$ cat src/rtl/pim_cmd_scheduler.sv
// pim_cmd_scheduler
//
// Queues PIM commands from the memory-mapped front end and issues them one at
// a time to the eFlash PIM datapath. Each command is strobed to the row driver
// with pim_en_o, the scheduler then waits for the driver's completion pulse
// (or times out), and read/compute commands are followed by a 32-word
// output-buffer load sequence. Commands never overlap.
//
// Ports:
//   clk_i, rst_ni        clock, asynchronous active-low reset
//   cmd_valid_i/ready_o  command push handshake (ready = FIFO not full)
//   cmd_mode_i           1=program 2=erase 3=read 4=compute, others illegal
//   cmd_row_i/col_i      command row/column address
//   cmd_exec_i           command execution count
//   pim_en_o             one-cycle issue strobe to the row driver
//   pim_mode_o           mode of the active command
//   exec_cnt_o           exec count of the active command
//   row_addr7_o          active row
//   col_addr9_o          active column
//   drv_done_i           row-driver completion pulse
//   load_en_o/load_cnt_o output-buffer load strobe and word index 0..31
//   busy_o               scheduler not idle
//   done_o               one-cycle pulse at command completion
//   err_o/err_clr_i      sticky error flag (illegal mode or timeout) and clear
//   level_o              FIFO occupancy

module pim_cmd_scheduler #(
    parameter int unsigned DEPTH   = 4,
    parameter int unsigned TIMEOUT = 1023
) (
    input  logic                   clk_i,
    input  logic                   rst_ni,
    input  logic                   cmd_valid_i,
    output logic                   cmd_ready_o,
    input  logic [2:0]             cmd_mode_i,
    input  logic [6:0]             cmd_row_i,
    input  logic [8:0]             cmd_col_i,
    input  logic [3:0]             cmd_exec_i,
    output logic                   pim_en_o,
    output logic [2:0]             pim_mode_o,
    output logic [3:0]             exec_cnt_o,
    output logic [6:0]             row_addr7_o,
    output logic [8:0]             col_addr9_o,
    input  logic                   drv_done_i,
    output logic                   load_en_o,
    output logic [4:0]             load_cnt_o,
    output logic                   busy_o,
    output logic                   done_o,
    output logic                   err_o,
    input  logic                   err_clr_i,
    output logic [$clog2(DEPTH):0] level_o
);

    localparam int unsigned PtrW = $clog2(DEPTH);
    localparam int unsigned TmoW = $clog2(TIMEOUT + 1);

    localparam logic [PtrW:0]   FullLevel = (PtrW + 1)'(DEPTH);
    localparam logic [TmoW-1:0] TmoLimit  = TmoW'(TIMEOUT);
    localparam logic [4:0]      LastWord  = 5'd31;

    typedef struct packed {
        logic [2:0] mode;
        logic [6:0] row;
        logic [8:0] col;
        logic [3:0] exec;
    } cmd_t;

    typedef enum logic [2:0] {
        StIdle,
        StIssue,
        StWait,
        StLoad,
        StDone
    } state_e;

    state_e state;

    // ------------------------------------------------------------------------
    // Command FIFO
    // ------------------------------------------------------------------------
    cmd_t            fifo_mem [DEPTH];
    logic [PtrW-1:0] wr_ptr;
    logic [PtrW-1:0] rd_ptr;
    logic [PtrW:0]   level;
    cmd_t            cmd_in;
    cmd_t            head;
    logic            push;
    logic            pop;
    logic            head_legal;

    assign cmd_in      = '{mode: cmd_mode_i, row: cmd_row_i, col: cmd_col_i, exec: cmd_exec_i};
    assign cmd_ready_o = (level < FullLevel);
    assign push        = cmd_valid_i & cmd_ready_o;
    // The FSM only consumes the head while idle, so at most one pop per command.
    assign pop         = (state == StIdle) && (level != '0);
    assign head        = fifo_mem[rd_ptr];
    assign head_legal  = (head.mode >= 3'd1) && (head.mode <= 3'd4);
    assign level_o     = level;

    // Storage needs no reset: entries are only read while counted in level.
    always_ff @(posedge clk_i) begin
        if (push) begin
            fifo_mem[wr_ptr] <= cmd_in;
        end
    end

    // Pointers wrap naturally because DEPTH is a power of two.
    always_ff @(posedge clk_i or negedge rst_ni) begin
        if (!rst_ni) begin
            wr_ptr <= '0;
            rd_ptr <= '0;
            level  <= '0;
        end else begin
            if (push) begin
                wr_ptr <= wr_ptr + 1'b1;
            end
            if (pop) begin
                rd_ptr <= rd_ptr + 1'b1;
            end
            unique case ({push, pop})
                2'b10:   level <= level + 1'b1;
                2'b01:   level <= level - 1'b1;
                default: level <= level;
            endcase
        end
    end

    // ------------------------------------------------------------------------
    // Command sequencing
    // ------------------------------------------------------------------------
    logic [TmoW-1:0] tmo_cnt;
    logic            tmo_hit;
    logic            load_mode;
    logic            err_set;

    // A completion pulse on the timeout edge takes precedence over the abort.
    assign tmo_hit   = (state == StWait) && !drv_done_i && (tmo_cnt == TmoLimit);
    assign load_mode = (pim_mode_o == 3'd3) || (pim_mode_o == 3'd4);
    assign err_set   = (pop && !head_legal) || tmo_hit;
    assign busy_o    = (state != StIdle);

    always_ff @(posedge clk_i or negedge rst_ni) begin
        if (!rst_ni) begin
            state       <= StIdle;
            pim_en_o    <= 1'b0;
            pim_mode_o  <= '0;
            exec_cnt_o  <= '0;
            row_addr7_o <= '0;
            col_addr9_o <= '0;
            load_en_o   <= 1'b0;
            load_cnt_o  <= '0;
            done_o      <= 1'b0;
            tmo_cnt     <= '0;
        end else begin
            pim_en_o <= 1'b0;
            done_o   <= 1'b0;
            unique case (state)
                StIdle: begin
                    // Illegal entries are popped and dropped; the outputs keep
                    // the previous command's fields.
                    if (pop && head_legal) begin
                        pim_mode_o  <= head.mode;
                        exec_cnt_o  <= head.exec;
                        row_addr7_o <= head.row;
                        col_addr9_o <= head.col;
                        pim_en_o    <= 1'b1;
                        state       <= StIssue;
                    end
                end
                StIssue: begin
                    tmo_cnt <= '0;
                    state   <= StWait;
                end
                StWait: begin
                    if (drv_done_i) begin
                        if (load_mode) begin
                            load_en_o  <= 1'b1;
                            load_cnt_o <= '0;
                            state      <= StLoad;
                        end else begin
                            done_o <= 1'b1;
                            state  <= StDone;
                        end
                    end else if (tmo_hit) begin
                        state <= StIdle;
                    end else begin
                        tmo_cnt <= tmo_cnt + 1'b1;
                    end
                end
                StLoad: begin
                    if (load_cnt_o == LastWord) begin
                        load_en_o  <= 1'b0;
                        load_cnt_o <= '0;
                        done_o     <= 1'b1;
                        state      <= StDone;
                    end else begin
                        load_cnt_o <= load_cnt_o + 1'b1;
                    end
                end
                StDone: begin
                    state <= StIdle;
                end
                default: begin
                    state <= StIdle;
                end
            endcase
        end
    end

    // Sticky error: a new error on the same edge as a clear wins.
    always_ff @(posedge clk_i or negedge rst_ni) begin
        if (!rst_ni) begin
            err_o <= 1'b0;
        end else if (err_set) begin
            err_o <= 1'b1;
        end else if (err_clr_i) begin
            err_o <= 1'b0;
        end
    end

endmodule

$ cat config.mk
export PLATFORM = sky130hd
export DESIGN_NAME = pim_cmd_scheduler
export DESIGN_NICKNAME = d
export VERILOG_FILES = /design/src/rtl/pim_cmd_scheduler.sv
export SDC_FILE = /design/constraint.sdc
export NUM_CORES = 1
export LEC_CHECK = 0
export CORE_MARGIN = 4
export CORE_UTILIZATION = 45
export DETAILED_ROUTE_END_ITERATION = 6
export GPL_TIMING_DRIVEN = 0
export PLACE_DENSITY = 0.72
export REMOVE_ABC_BUFFERS = 1
export SYNTH_ARGS = -nofsm -noshare
export SYNTH_HDL_FRONTEND = slang
export SYNTH_SLANG_ARGS = --single-unit
export TNS_END_PERCENT = 5
$ cat constraint.sdc
create_clock -name clk_i -period 2.5 [get_ports clk_i]
set_input_delay 0.5 -clock clk_i [delete_from_list [all_inputs] [get_ports clk_i]]
set_output_delay 0.5 -clock clk_i [all_outputs]
set_load 0.005 [all_outputs]
==> summary.md, run 1 <==
| Metric | Value |
|---|---|
| Maximum number of pins on one net before global-route repair | `29` |
| Netlist Area Pre-Place | `5820 sq um` |
| Antenna violations before repair | `0` |
| FF+latch count, synth | `144` |
| Number of endpoints with negative hold slack in the final report | `0` |
| Total GRT Usage | `16.0%` |
| Total DRC errors in the routed layout | `0` |
| Remaining Overflow, GRT | `0` |
| Internal power summed over all cells | `6.58 mW` |
| Peak fanout along the critical path | `13` |
| Unrepaired setup endpoints after global routing | `false` |
| Number of cells produced by synthesis | `330` |
| Seq/Total Area, Yosys | `69.8%` |
| Number of search-and-repair iterations in the first detailed-routing pass | `5` |
| Sw Ratio | `28.0%` |
| Clock slew at the register clock pins of the worst setup and hold paths | `60 ps` |
| Filler cell count | `1,017` |
| Peak per-stage delay on the critical path | `510 ps` |
| Final net count | `442` |
| Maximum vdd drop | `0.816 mV` |
| Total via count in the routed design | `3,114` |
| Multiplexer fraction of the synthesized cell area | `14.9%` |
| Path type of the worst setup path | `reg -> out` |
| Post-synthesis share of cell area spent on xor and xnor gates | `1.35%` |
| Cell area after layout | `7300 sq um` |
| Setup-failing EPs final | `0` |
| Combinational share of power | `32.3%` |
| Antenna Violating Nets Remaining | `0` |
| Synth Warn # | `0` |
| Worst EP required | `2000 ps` |
| Routed wire length per instance | `18.1 um` |
| Clock insertion delay at the later pin of the skew report | `410 ps` |
| Post-placement cell area | `6620 sq um` |
| Buffer cell driving the clock tree root | `sky130_fd_sc_hd__clkbuf_16` |
| Number of maximum-capacitance violations | `0` |
| Clock tree from TritonCTS | `built` |
| Destination of the critical timing path | `busy_o` |
| Standard cell with the maximum stage delay on the critical path | `sky130_fd_sc_hd__dfrtp_1` |
| Number of diodes added for antenna fixing | `0` |
| Power share of the clock group | `28.7%` |
| Library cells used by synthesis | `45` |
| Number of levels the H-tree was split into | `4` |
| Post-layout min period | `2360 ps` |
| Number of pins exceeding their max-slew limit in the final report | `0` |
| Row count | `41` |
| Die Outline Area | `14,800 sq um` |
| Register share of total power | `39.0%` |
| Setup slack on the worst flop-to-flop path | `150 ps` |
| Most common library cell in the layout ignoring fill and taps | `sky130_fd_sc_hd__edfxtp_1` |
| Core occupancy in the finished layout | `57.9%` |
| Die height | `122 um` |
| Total length of routed wires | `10,700 um` |
| Die Span X | `122 um` |
| Area Growth Syn to Fin | `25.5%` |
| Average via count per standard cell | `5.28` |
| Fraction of final layout cells with drive strength greater than 1 | `22.7%` |
| Critical Path Source | `state[0]` |
| Dominant combinational cell family by area after synthesis | `multiplexers` |
| Pwr/cell area | `1250 nW/um^2` |
| Nature of the critical path endpoint | `output pin` |
| Dpl hpwl | `6550 um` |
| List of cells traversed by the critical path | `or3_4, clkdlybuf4s50_1` |
| Number of clock buffers inserted by TritonCTS | `17` |
| First-pass GRT wire length | `17,500 um` |
| Setup Skew | `6.85 ps` |
| Crit share post-route | `94.5%` |
| Synth Area in Compound Gates | `4.28%` |
| Starting DRT DRC Count | `224` |
| Clock sink total | `144` |
| Critical path arrival | `1860 ps` |
| Basic-gate share of the synthesized area counting and, or, nand and nor cells | `5.51%` |
| Via count of the first global-routing pass | `3,321` |
| Mean post-synth cell area | `17.6 sq um` |
| Worst reg2reg endpoint | `exec_cnt_o[0]` |
| NetSw | `2.56 mW` |
| Count of buffers from port buffering | `64` |
| Number of cells on the worst reg-to-reg path | `5` |
| Launch point of the worst reg-to-reg path | `rd_ptr[1]` |
| Cts-stage hold buffer count | `0` |
| Run status | `completed` |
| Max Clk Rate | `423 MHz` |
| Most used cells in the layout excluding fill and tap cells | `sky130_fd_sc_hd__edfxtp_1 (92), sky130_fd_sc_hd__clkdlybuf4s50_1 (63), sky130_fd_sc_hd__dfrtp_1 (50)` |
| CORE AREA | `12,600 sq um` |
| IO Count | `65` |
| Worst-Margin Slew | `777 ps` |
| Worst slew slack as a fraction of its limit | `47.4%` |
| Initial Utilization | `46.1%` |
| Max clock buf depth | `2` |
| Crit start category | `flop` |
| Class of the tightest hold or removal check | `in -> async` |
| Post-synthesis share of cell area spent on full adders, half adders and majority gates | `2.06%` |
| GP Congestion | `0.802` |
| Reported leakage power | `2.69 nW` |
-- worst min path at each step --
stage | start | to | slack (ps) | cells after the start
after global placement | col_addr9_o[8] | col_addr9_o[8] | 490 | 1
after detailed placement | row_addr7_o[0] | row_addr7_o[0] | 500 | 1
after CTS | rst_ni | load_cnt_o[2] | 160 | 1
after floorplan | rst_ni | col_addr9_o[0] | 200 | 0
final | rst_ni | tmo_cnt[7] | 150 | 1
after global routing | rst_ni | load_cnt_o[2] | 200 | 1
-- state kept, by name, summed over array words and instances (netlist names), 2 cells and up --
name,count
load_cnt_o,5
row_addr7_o,7
col_addr9_o,9
wr_ptr,2
rd_ptr,2
exec_cnt_o,4
tmo_cnt,10
fifo_mem,92
pim_mode_o,3
state,3
level_o,3
-- power groups by stage --
stage	Clock, mW	Combinational, mW	Sequential (mW)
final	2.62	2.95	3.57
after global placement	0	2.71	3.68
after detailed placement	0	2.79	3.71
after global routing	2.80	3.24	3.65
after CTS	2.67	2.99	3.58
after floorplan	0	1.77	3.57
-- synth_stat cells --
cell type / number / area [sq um]
sky130_fd_sc_hd__buf_6: 3 / 33.8
sky130_fd_sc_hd__clkbuf_1: 7 / 26.3
sky130_fd_sc_hd__a32o_1: 1 / 10.0
sky130_fd_sc_hd__a22o_1: 2 / 17.5
sky130_fd_sc_hd__or3_1: 5 / 31.3
sky130_fd_sc_hd__nor3b_1: 2 / 15.0
sky130_fd_sc_hd__nor4b_2: 1 / 15.0
sky130_fd_sc_hd__nor2b_1: 5 / 31.3
sky130_fd_sc_hd__nand3b_1: 1 / 7.51
sky130_fd_sc_hd__a21o_1: 1 / 7.51
sky130_fd_sc_hd__and2_1: 5 / 31.3
sky130_fd_sc_hd__o221ai_1: 2 / 17.5
sky130_fd_sc_hd__a211oi_1: 1 / 7.51
sky130_fd_sc_hd__nand2_1: 10 / 37.5
sky130_fd_sc_hd__nor3b_2: 1 / 12.5
sky130_fd_sc_hd__buf_2: 1 / 5.00
sky130_fd_sc_hd__buf_1: 1 / 3.75
sky130_fd_sc_hd__or3b_2: 1 / 8.76
sky130_fd_sc_hd__dfrtp_1: 52 / 1300
sky130_fd_sc_hd__mux2_4: 19 / 285
sky130_fd_sc_hd__or4b_1: 1 / 10.0
sky130_fd_sc_hd__xnor2_1: 4 / 35.0
sky130_fd_sc_hd__o2111ai_1: 1 / 8.76
sky130_fd_sc_hd__edfxtp_1: 92 / 2760
sky130_fd_sc_hd__and3_1: 4 / 25.0
sky130_fd_sc_hd__inv_2: 1 / 3.75
sky130_fd_sc_hd__nand3_1: 4 / 20.0
sky130_fd_sc_hd__a31o_2: 1 / 8.76
sky130_fd_sc_hd__nor2_1: 7 / 26.3
sky130_fd_sc_hd__a21oi_1: 14 / 70.1
sky130_fd_sc_hd__nand4_1: 2 / 12.5
sky130_fd_sc_hd__xor2_1: 5 / 43.8
sky130_fd_sc_hd__o31ai_1: 3 / 22.5
sky130_fd_sc_hd__mux2i_1: 2 / 20.0
sky130_fd_sc_hd__mux4_2: 23 / 518
sky130_fd_sc_hd__o21ai_0: 12 / 60.1
sky130_fd_sc_hd__ha_1: 8 / 100
sky130_fd_sc_hd__o311ai_1: 1 / 8.76
sky130_fd_sc_hd__mux2_2: 4 / 45.0
sky130_fd_sc_hd__nand2b_1: 1 / 6.26
sky130_fd_sc_hd__a221o_1: 1 / 10.0
sky130_fd_sc_hd__or4_1: 2 / 15.0
sky130_fd_sc_hd__fa_1: 1 / 20.0
sky130_fd_sc_hd__inv_1: 12 / 45.0
sky130_fd_sc_hd__nor3_1: 3 / 15.0
-- timing repair --
action | in CTS | in global routing
resized for setup | 6 | 8
hold endpoints to repair | 0 | 0
endpoints found under the setup margin | 24 | 116
setup buffers | 3 | 0
-- layout make-up --
cell class	instances	area, sq um	area share (%)
flip-flops and latches	144	4070	55.7
multi-input cells	161	1660	22.7
inverters	13	53.8	0.737
repair buffers	68	686	9.39
clock inverters	13	184	2.52
well taps	172	215	2.95
clock buffers	19	433	5.93
-- metrics by stage --
step / TNS (ps) / hold WS (ps) / power [mW] / setup slack [ps] / instances
after floorplan: -10290 / 204 / 5.34 / -501 / 318
after global placement: -102190 / 490 / 6.40 / -1180 / 554
after global routing: 0 / 197 / 9.68 / 42.3 / 590
final: 0 / 146 / 9.14 / 137 / 590
after CTS: 0 / 157 / 9.24 / 19.7 / 590
after detailed placement: -49870 / 502 / 6.50 / -706 / 555
-- cell families after synthesis --
kind of cell	count (synthesis)
adder cells (fa/ha/maj)	9
AND/OR/NAND/NOR	55
flip-flops	144
multiplexers	48
buffers and inverters	25
XOR/XNOR	9
AO/OA/AOI/OAI	40
-- critical path: cells and delay by family (launching register included) --
family	cells	cell delay [ps]
flip-flops	1	510
AND/OR/NAND/NOR	1	480
buffers and inverters	1	460
-- metal layers --
metal | routed length (um) | track usage (%) | vias to the layer above
met3 | 635 | 6.17 | 12
met5 | 0 | 0 | -
met1 | 4430 | 19.6 | 1589
met4 | 129 | 5.04 | 0
li1 | - | - | 1428
met2 | 5480 | 26.5 | 85
Note: power is estimated with default switching activity, not from simulation.
==> run 2: changes to the inputs <==
- ABC_AREA: unset -> 1
==> summary.md, run 2 <==
| Metric | Value |
|---|---|
| Run status | `completed` |
| Number of diodes added for antenna fixing | `0` |
| Proportion of register bits with asynchronous set or reset after synthesis | `36.1%` |
| Crit start category | `flop` |
| Library cells used by synthesis | `35` |
| Maximum vdd drop | `0.701 mV` |
| Number of synthesized flops with an enable pin | `92` |
| Reported leakage power | `2.87 nW` |
| Total Power Consumption | `8.90 mW` |
| Die Span X | `123 um` |
| Total DRC errors in the routed layout | `0` |
| Number of levels the H-tree was split into | `4` |
| Max Clk Rate | `437 MHz` |
| Number of maximum-capacitance violations | `0` |
| Remaining Overflow, GRT | `0` |
| Most used cells in the layout excluding fill and tap cells | `sky130_fd_sc_hd__nand2_1 (117), sky130_fd_sc_hd__edfxtp_1 (92), sky130_fd_sc_hd__clkdlybuf4s50_1 (63)` |
| Die Outline Area | `15,100 sq um` |
| Peak fanout along the critical path | `46` |
| Total via count in the routed design | `3,992` |
| Total length of routed wires | `12,300 um` |
| Unrepaired setup endpoints after global routing | `false` |
| Routed wire length per instance | `15.8 um` |
| Fraction of final layout cells with drive strength greater than 1 | `11.6%` |
| Final net count | `629` |
| Clock sink total | `144` |
| Area Growth Syn to Fin | `24.2%` |
| Number of search-and-repair iterations in the first detailed-routing pass | `4` |
| Clock tree from TritonCTS | `built` |
| Largest cells by area after synthesis | `sky130_fd_sc_hd__edfxtp_1 (46%), sky130_fd_sc_hd__dfrtp_1 (22%), sky130_fd_sc_hd__nand2_1 (7.4%)` |
| Initial Utilization | `46.5%` |
| Max clock buf depth | `2` |
| Clock insertion delay at the later pin of the skew report | `410 ps` |
| Most frequent cell after synthesis | `sky130_fd_sc_hd__nand2_1` |
| Post-layout min period | `2290 ps` |
| Antenna Violating Nets Remaining | `0` |
| Average via count per standard cell | `5.14` |
| Row count | `41` |
| IO Count | `65` |
| GP Congestion | `0.840` |
| Register share of total power | `40.0%` |
| Die height | `123 um` |
| Worst EP required | `2850 ps` |
| Class of the tightest hold or removal check | `in -> async` |
| Power share of the clock group | `24.6%` |
| Largest reg by FF count | `fifo_mem` |
| Dpl hpwl | `7930 um` |
| Pwr/cell area | `1210 nW/um^2` |
| Filler cell count | `1,033` |
| # placed instances | `743` |
| Antenna violations before repair | `0` |
| Final Instance Count excl. Fillers | `777` |
| Sw Ratio | `35.6%` |
| FF+latch count, synth | `144` |
| Netlist Area Pre-Place | `5940 sq um` |
| Count of buffers from port buffering | `64` |
| Max FFs per register | `92` |
| Via count of the first global-routing pass | `4,050` |
| Path type of the worst setup path | `reg -> reg` |
| First-pass GRT wire length | `20,000 um` |
| Most used standard cells in the synthesized netlist | `sky130_fd_sc_hd__nand2_1 (117), sky130_fd_sc_hd__edfxtp_1 (92), sky130_fd_sc_hd__nor2_1 (57), sky130_fd_sc_hd__o21ai_0 (56), sky130_fd_sc_hd__dfrtp_1 (52)` |
| Number of cells produced by synthesis | `519` |
| Synth Warn # | `0` |
| Clock slew at the register clock pins of the worst setup and hold paths | `60 ps` |
| Most common library cell in the layout ignoring fill and taps | `sky130_fd_sc_hd__nand2_1` |
| NetSw | `3.16 mW` |
| Dominant register cell in the synthesized netlist | `sky130_fd_sc_hd__edfxtp_1` |
| Combinational share of power | `35.4%` |
| Setup slack on the worst flop-to-flop path | `210 ps` |
| Seq/Total Area, Yosys | `68.4%` |
| Library cell occupying the most area in the post-synthesis netlist | `sky130_fd_sc_hd__edfxtp_1` |
| CORE AREA | `12,800 sq um` |
| Nature of the critical path endpoint | `flop` |
| Starting DRT DRC Count | `275` |
| Core occupancy in the finished layout | `57.8%` |
| Maximum number of pins on one net before global-route repair | `47` |
| Internal power summed over all cells | `5.73 mW` |
| Registers with the highest flip-flop counts | `fifo_mem (92), tmo_cnt (10), col_addr9_o (9)` |
| Mean post-synth cell area | `11.5 sq um` |
| Worst-Margin Slew | `846 ps` |
| Crit share post-route | `91.6%` |
| Number of pins exceeding their max-slew limit in the final report | `0` |
| Total GRT Usage | `17.6%` |
| Buffer cell driving the clock tree root | `sky130_fd_sc_hd__clkbuf_16` |
| Critical path arrival | `2640 ps` |
| Worst slew slack as a fraction of its limit | `43.5%` |
| Number of clock buffers inserted by TritonCTS | `17` |
| Setup-failing EPs final | `0` |
| Number of endpoints with negative hold slack in the final report | `0` |
| Setup Skew | `8.59 ps` |
| Fraction of post-synthesis cell area in the top cell type by area | `46.5%` |
[run 2: cell families (layout without fill, tap and decap cells)]
kind of cell	after synthesis	in the layout	share of synthesized area, %
xor+xnor	7	7	1.03
fa+ha+maj	9	9	2.02
compound gates	89	89	8.63
simple gates	220	220	16.0
buf+inv	50	136	3.91
flops	144	144	68.4
[run 2: metal layers]
layer	part of all wire (%)	wire [um]	GRT usage [%]	vias up
met5	0	0	0	-
met4	1.4	172	7.00	0
met3	4.9	606	4.89	18
met2	51	6220	29.2	100
met1	43	5300	21.8	1943
li1	-	-	-	1931
[run 2: area by class of cell]
cell class | count | area, sq um | share of cell area, %
Multi-Input combinational cell | 325 | 1660 | 22.5
Timing Repair inverter | 1 | 5.00 | 0.0678
Inverter | 32 | 139 | 1.88
Sequential cell | 144 | 4070 | 55.1
Tap cell | 172 | 215 | 2.92
Clock buffer | 22 | 454 | 6.15
Timing Repair Buffer | 71 | 776 | 10.5
Clock inverter | 10 | 66.3 | 0.898
[run 2: timing repair]
item	in CTS	in global routing
buffers inserted	1	0
pin swaps	0	0
resized for setup	6	2
hold buffers	0	0
cloned	1	0
endpoints found under the setup margin	25	20
[run 2: final timing paths]
kind | depth (start not counted) | startpoint | to
max | 9 | rd_ptr[0] | row_addr7_o[3]
min | 1 | rst_ni | col_addr9_o[0]
max reg2reg | 9 | rd_ptr[0] | row_addr7_o[3]
min reg2reg | 2 | row_addr7_o[5] | row_addr7_o[5]
max in group asynchronous | 2 | rst_ni | rd_ptr[0]
min in group clk_i | 2 | row_addr7_o[5] | row_addr7_o[5]
[run 2: stage by stage]
step | worst slack (ps) | instance area [sq um] | setup TNS (ps) | hold slack [ps]
finish | 211 | 7380 | 0 | 103
global route | 30.0 | 7380 | 0 | 127
CTS | 55.5 | 7380 | 0 | 112
detailed placement | -710 | 6830 | -14970 | 465
global placement | -1240 | 6690 | -150950 | 463
floorplan | 0.292 | 5840 | 0 | 204
[run 2: critical path: stages (launching register included)]
cell                      delay [ps]
sky130_fd_sc_hd__dfrtp_4         610
sky130_fd_sc_hd__inv_6           300
sky130_fd_sc_hd__nand2_1         100
sky130_fd_sc_hd__nand3_1          80
sky130_fd_sc_hd__nand2_1         120
sky130_fd_sc_hd__nand3_2         130
sky130_fd_sc_hd__nand3_4         340
sky130_fd_sc_hd__inv_6           330
sky130_fd_sc_hd__nand2_1         120
sky130_fd_sc_hd__nand2_1          70
[run 2: power by group through the flow]
stage               Combinational [mW]  Sequential, mW  Clock (mW)
global placement                  2.84            3.61           0
finish                            3.15            3.55        2.19
detailed placement                3.15            3.58           0
CTS                               3.20            3.56        2.24
floorplan                         1.73            3.52           0
global route                      3.55            3.63        2.36
